==> src/rtl/call_controller.sv <==
// Call controller: UI commands and network messages drive
// a five-state call FSM that owns a one-deep transmit slot.
module call_controller #(
  parameter int TIMEOUT_CYC = 1000,
  parameter int MAX_RETRY   = 3
) (
  input  logic       clk,
  input  logic       reset,
  input  logic       cmd_valid,
  input  logic [2:0] cmd,
  input  logic [7:0] cmd_addr,
  output logic       cmd_ready,
  output logic       net_tx_valid,
  input  logic       net_tx_ready,
  output logic [2:0] net_tx_type,
  output logic [7:0] net_tx_addr,
  input  logic       net_rx_valid,
  input  logic [2:0] net_rx_type,
  input  logic [7:0] net_rx_addr,
  output logic       incoming_call,
  output logic [7:0] inc_address,
  output logic [2:0] call_state,
  output logic       audio_en,
  output logic       err
);

  localparam int TW =
    (TIMEOUT_CYC > 0) ? $clog2(TIMEOUT_CYC + 1) : 1;
  localparam int RW =
    (MAX_RETRY > 0) ? $clog2(MAX_RETRY + 1) : 1;
  localparam logic [TW-1:0] TLOAD = TW'(TIMEOUT_CYC);
  localparam logic [RW-1:0] MAXR  = RW'(MAX_RETRY);

  localparam logic [2:0] M_INIT   = 3'd0;
  localparam logic [2:0] M_REQ    = 3'd1;
  localparam logic [2:0] M_ACK    = 3'd2;
  localparam logic [2:0] M_REJ    = 3'd3;
  localparam logic [2:0] M_HANGUP = 3'd4;

  localparam logic [2:0] C_INIT   = 3'd0;
  localparam logic [2:0] C_CALL   = 3'd1;
  localparam logic [2:0] C_ACCEPT = 3'd2;
  localparam logic [2:0] C_REJECT = 3'd3;
  localparam logic [2:0] C_END    = 3'd4;

  typedef enum logic [2:0] {
    S_IDLE     = 3'd0,
    S_INCOMING = 3'd1,
    S_OUTGOING = 3'd2,
    S_BUSY     = 3'd3,
    S_INIT     = 3'd5
  } state_t;

  state_t        state_q, state_d;
  logic          tx_valid_q, tx_valid_d;
  logic [2:0]    tx_type_q, tx_type_d;
  logic [7:0]    tx_addr_q, tx_addr_d;
  logic [7:0]    peer_q, peer_d;
  logic [7:0]    inc_q, inc_d;
  logic [TW-1:0] timer_q, timer_d;
  logic [RW-1:0] retry_q, retry_d;
  logic          sent_q, sent_d;
  logic          err_q, err_d;
  logic          icall_q, icall_d;
  logic          audio_q, audio_d;

  logic tx_xfer;
  logic cmd_go;
  logic rx_peer;
  logic in_call;
  logic auto_rej;
  logic req_done;

  assign tx_xfer  = tx_valid_q & net_tx_ready;
  assign cmd_go   = cmd_valid & cmd_ready;
  assign rx_peer  = net_rx_valid & (net_rx_addr == peer_q);
  assign in_call  = (state_q == S_INCOMING) |
                    (state_q == S_OUTGOING) |
                    (state_q == S_BUSY);
  // a stranger calling while we are engaged gets a REJ
  // only if the tx slot is free right now
  assign auto_rej = net_rx_valid & in_call &
                    (net_rx_type == M_REQ) &
                    (net_rx_addr != peer_q) &
                    ~tx_valid_q;
  // the timeout only runs once the CALL_REQ has left
  assign req_done = sent_q |
                    (tx_xfer & (tx_type_q == M_REQ));

  assign cmd_ready     = ~tx_valid_q & ~net_rx_valid;
  assign net_tx_valid  = tx_valid_q;
  assign net_tx_type   = tx_type_q;
  assign net_tx_addr   = tx_addr_q;
  assign incoming_call = icall_q;
  assign inc_address   = inc_q;
  assign call_state    = state_q;
  assign audio_en      = audio_q;
  assign err           = err_q;

  // next-state, tx slot, timer and retry bookkeeping
  always_comb begin
    state_d    = state_q;
    tx_valid_d = tx_valid_q;
    tx_type_d  = tx_type_q;
    tx_addr_d  = tx_addr_q;
    peer_d     = peer_q;
    inc_d      = inc_q;
    timer_d    = timer_q;
    retry_d    = retry_q;
    sent_d     = sent_q;
    err_d      = 1'b0;

    if (tx_xfer) begin
      tx_valid_d = 1'b0;
      if (tx_type_q == M_REQ)
        sent_d = 1'b1;
    end

    if (auto_rej) begin
      tx_valid_d = 1'b1;
      tx_type_d  = M_REJ;
      tx_addr_d  = net_rx_addr;
    end

    unique case (state_q)
      S_INIT: begin
        if (net_rx_valid && net_rx_type == M_INIT) begin
          state_d = S_IDLE;
        end else if (cmd_go && cmd == C_INIT) begin
          tx_valid_d = 1'b1;
          tx_type_d  = M_INIT;
          tx_addr_d  = cmd_addr;
        end
      end
      S_IDLE: begin
        if (net_rx_valid && net_rx_type == M_REQ) begin
          peer_d  = net_rx_addr;
          inc_d   = net_rx_addr;
          state_d = S_INCOMING;
        end else if (cmd_go && cmd == C_CALL) begin
          peer_d     = cmd_addr;
          tx_valid_d = 1'b1;
          tx_type_d  = M_REQ;
          tx_addr_d  = cmd_addr;
          retry_d    = '0;
          timer_d    = TLOAD;
          sent_d     = 1'b0;
          state_d    = S_OUTGOING;
        end
      end
      S_INCOMING: begin
        if (rx_peer && net_rx_type == M_HANGUP) begin
          state_d = S_IDLE;
        end else if (cmd_go && cmd == C_ACCEPT) begin
          tx_valid_d = 1'b1;
          tx_type_d  = M_ACK;
          tx_addr_d  = peer_q;
          state_d    = S_BUSY;
        end else if (cmd_go && cmd == C_REJECT) begin
          tx_valid_d = 1'b1;
          tx_type_d  = M_REJ;
          tx_addr_d  = peer_q;
          state_d    = S_IDLE;
        end
      end
      S_OUTGOING: begin
        if (rx_peer && net_rx_type == M_ACK) begin
          state_d = S_BUSY;
        end else if (rx_peer && net_rx_type == M_REJ) begin
          state_d = S_IDLE;
          err_d   = 1'b1;
        end else if (cmd_go && cmd == C_END) begin
          tx_valid_d = 1'b1;
          tx_type_d  = M_HANGUP;
          tx_addr_d  = peer_q;
          state_d    = S_IDLE;
        end else if (req_done) begin
          if (timer_q != '0) begin
            timer_d = timer_q - TW'(1);
          end else if (retry_q < MAXR) begin
            // resend waits at zero until the slot is free
            if (!tx_valid_q && !auto_rej) begin
              tx_valid_d = 1'b1;
              tx_type_d  = M_REQ;
              tx_addr_d  = peer_q;
              retry_d    = retry_q + RW'(1);
              timer_d    = TLOAD;
              sent_d     = 1'b0;
            end
          end else begin
            state_d = S_IDLE;
            err_d   = 1'b1;
          end
        end
      end
      S_BUSY: begin
        if (rx_peer && net_rx_type == M_HANGUP) begin
          state_d = S_IDLE;
        end else if (cmd_go && cmd == C_END) begin
          tx_valid_d = 1'b1;
          tx_type_d  = M_HANGUP;
          tx_addr_d  = peer_q;
          state_d    = S_IDLE;
        end
      end
      default: begin
        state_d = S_INIT;
      end
    endcase

    icall_d = (state_d == S_INCOMING);
    audio_d = (state_d == S_BUSY);
  end

  // state and registered outputs
  always_ff @(posedge clk) begin
    if (reset) begin
      state_q    <= S_INIT;
      tx_valid_q <= 1'b0;
      tx_type_q  <= '0;
      tx_addr_q  <= '0;
      peer_q     <= '0;
      inc_q      <= '0;
      timer_q    <= '0;
      retry_q    <= '0;
      sent_q     <= 1'b0;
      err_q      <= 1'b0;
      icall_q    <= 1'b0;
      audio_q    <= 1'b0;
    end else begin
      state_q    <= state_d;
      tx_valid_q <= tx_valid_d;
      tx_type_q  <= tx_type_d;
      tx_addr_q  <= tx_addr_d;
      peer_q     <= peer_d;
      inc_q      <= inc_d;
      timer_q    <= timer_d;
      retry_q    <= retry_d;
      sent_q     <= sent_d;
      err_q      <= err_d;
      icall_q    <= icall_d;
      audio_q    <= audio_d;
    end
  end

endmodule

==> config.mk <==
export PLATFORM = sky130hd
export DESIGN_NAME = call_controller
export DESIGN_NICKNAME = d
export VERILOG_FILES = /design/src/rtl/call_controller.sv
export SDC_FILE = /design/constraint.sdc
export NUM_CORES = 1
export LEC_CHECK = 0
export BUFFER_PORTS_ARGS = -buffer_cell sky130_fd_sc_hd__buf_2
export CAP_MARGIN = 20
export CORE_ASPECT_RATIO = 1.25
export CORE_MARGIN = 3
export CORE_UTILIZATION = 45
export CTS_CLUSTER_SIZE = 30
export DETAILED_ROUTE_END_ITERATION = 10
export PLACE_DENSITY = 0.73
export SETUP_SLACK_MARGIN = 0.15
export SYNTH_ARGS = -nofsm -noshare
export SYNTH_HDL_FRONTEND = slang
export SYNTH_SLANG_ARGS = --single-unit
==> constraint.sdc <==
create_clock -name clk -period 6.77 [get_ports clk]
set_input_delay 0.677 -clock clk [delete_from_list [all_inputs] [get_ports clk]]
set_output_delay 0.677 -clock clk [all_outputs]
set_load 0.02 [all_outputs]
==> metrics.md <==
| Metric | Value |
|---|---|
| Status | finished clean |
| Syn_nets | 360 |
| CP Cell Sequence | buf_2 -> nand4bb_1 -> or3_1 -> a21o_1 -> a21oi_1 -> nor2_1 -> a211oi_1 |
| Post-synth top area share | approximately 33% |
| Total CTS buffers | 5 |
| Layout Utilization | between 50% and 60% |
| Routed wire length | 7.46 mm |
| Setup crit start | net_rx_type[2] |
| CP Capture Type | flip-flop |
| Commonest non-fill, non-tap cell in the layout | buf_2 |
| Cell taking the most area after synthesis | dfxtp_1 |
| Num rows | 31 |
| Main synth FF type | dfxtp_1 |
| Share of cells above drive strength 1 | about a fifth |
| DRT iter0 DRCs | 190 |
| Yosys warns | 0 |
| Residual DRC count | 0 |
| Post-Syn Instances | between 300 and 400 |
| EDFF count, synth | 0 |
| Clk buf depth | 2 |
| CP max FO | 14 |
| Total Neg Setup Slack | 0 ns |
| Peak VDD IR | 107 µV |
| CP max stage cell | a21oi_1 |
| Core region area | about 6000 µm² |
| Finish-stage setup viols | 0 |
| CTS H-Tree Depth | 2 |
| Initial Utilization | between 40% and 50% |
| Area of the multi-input gates | around 1700 µm² |
| Worst min-delay path class | reg -> reg |
| CP max stage delay | about 0.79 ns |
| Kind of critical path | in -> reg |
| Pre-antenna DRT Iters | 4 |
| Post-CTS Setup Inserts | 0 |
| Fraction of registers with async set/reset | 0% |
| CTS tree | yes |
| CTS resizes | 0 |
| Pins Over Slew Limit | 0 |
| Total number of vias | around 2800 |
| Hold Crit Start | timer_q[0]$_SDFFE_PP0P_ |
| Post-synth cell types | 57 |
| RSZ-0062 raised after global routing | no |
| Largest net degree at the start of global routing | 38 |
| Syn Area/Cell | roughly 8.5 µm² |
| Routed Antenna Nets | 0 |
| DR WL/cell | between 15 and 20 µm |
| Final hold violation count | 0 |
| Register bit total from synthesis | between 40 and 50 |
| Worst-path clk slew | about 0.09 ns |
| Reg area | 941 µm² |
| Vias in the first global route | 2576 |
| Die H | approximately 94 µm |
| Ports | 54 |
| GRT overflow | 0 |
| Die X | 76.8 µm |
| # Max-Cap Violations | 0 |
| Total GRT Usage | a little over a fifth |
| CP arrival | between 3 and 4 ns |
| Total power divided by cell area | about 170 nW/µm² |
| Die Footprint | just over 7000 µm² |
| Num Clock Sinks | 47 |
| Final cycle utilization of the critical path | 47.8% |
| Antenna violations before repair | 0 |
| Antenna cell count | 0 |
| Number of fillers in the final layout | 574 |
| Drt via density | 6.11 |
| Synth Cell Area | around 2800 µm² |
| Final Power | between 500 and 600 µW |
| CP required | approximately 7 ns |
| LEAKAGE | approximately 1.4 nW |
| # hold bufs at CTS | 0 |
| Later-pin clock latency in the skew report | around 0.30 ns |
| Max Freq | 309 MHz |
| Slew @ Worst Pin | slightly below 1 ns |
| Startpoint Class | primary input |
| IO buf count | 53 |
| Critical R2R Launch | call_state[1]$_SDFF_PP0_ |
| Global-route wire length before repair | between 10 and 15 mm |
| Seq/Total Area, Yosys | approximately 33% |
| Setup Skew | approximately 0.0071 ns |
| Post-layout net count | between 300 and 400 |
| RD Place Congestion | 0.881 |
| Layout overhead on the synthesized area | 13.5% |
| Clk root buf | clkbuf_8 |
| Most frequent cells in the layout | 53 x buf_2, 47 x dfxtp_1, 32 x nor2_1 |
| Post-layout minimum cycle time | 3.24 ns |
| HPWL after DPL | 5.33 mm |
| Main area contributors after synthesis | dfxtp_1 33%, mux2i_1 8.9%, a21oi_1 4.6%, nor2_1 4.3%, o21ai_0 3.2% |
| Rel. slew slack | between 30% and 40% |
## per-stage QoR
step	area [µm²]	hold WS, ns	instances	worst slack [ns]
after floorplan	2820	0.453	331	4.27
after global placement	3090	0.469	445	3.36
after detailed placement	3090	0.486	445	3.25
after CTS	3200	0.499	453	3.53
after global routing	3200	0.527	453	3.37
final	3200	0.493	453	3.53
## synth_stat cells (all sizes together), types with 9 or more instances
cell type  count
xnor2          9
nor2          33
buf           10
a31oi         12
a21oi         26
or4           12
o21ai         18
dfxtp         47
clkbuf        12
or3            9
a211oi        12
nand2         10
mux2i         25
## logic make-up after synthesis
kind of cell    after synthesis  share of synthesized area (%)
mux                          25                           8.88
buf+inv                      30                           4.84
compound gates              105                           25.1
fa+ha+maj                     2                          0.888
xor+xnor                      9                           2.80
flops                        47                           33.4
simple gates                113                           24.1
## area by class of cell
class	count	share of cell area (%)
multi-input cells	254	54.4
inverters	8	0.939
clock inverters	3	1.37
repair buffers	54	8.53
clock buffers	5	2.15
flip-flops and latches	47	29.4
well taps	82	3.21
## registers in the layout, summed over array words and instances (netlist names), 2 cells and up
name / flops
call_state: 3
timer_q: 10
retry_q: 2
peer_q: 8
inc_address: 8
net_tx_type: 3
net_tx_addr: 8
## worst max-delay path, delay by kind of cell
family | cells | cell delay [ns]
buffers and inverters | 1 | 0.12
AND/OR/NAND/NOR | 3 | 1.35
AO/OA/AOI/OAI | 3 | 1.29
## per-layer routing
layer,GRT usage (%),share of wire (%)
met1,26.8,44
met2,36.3,49
met3,3.34,5.6
met4,6.65,1.5
met5,0,0
## path summary, 6_finish.rpt
check	to	slack, ns	depth (start not counted)
hold reg to reg	timer_q[0]$_SDFFE_PP0P_	0.49	2
setup / recovery	timer_q[1]$_SDFFE_PP0P_	3.53	7
hold / removal	timer_q[0]$_SDFFE_PP0P_	0.49	2
setup reg to reg	timer_q[8]$_SDFFE_PP0P_	3.79	6
## where the power goes
| group | internal, mW | switching (mW) |
|---|---|---|
| Combinational | 0.0194 | 0.0319 |
| Clock | 0.110 | 0.0969 |
| Sequential | 0.278 | 0.00452 |
Power figures use the tool's default switching activity.
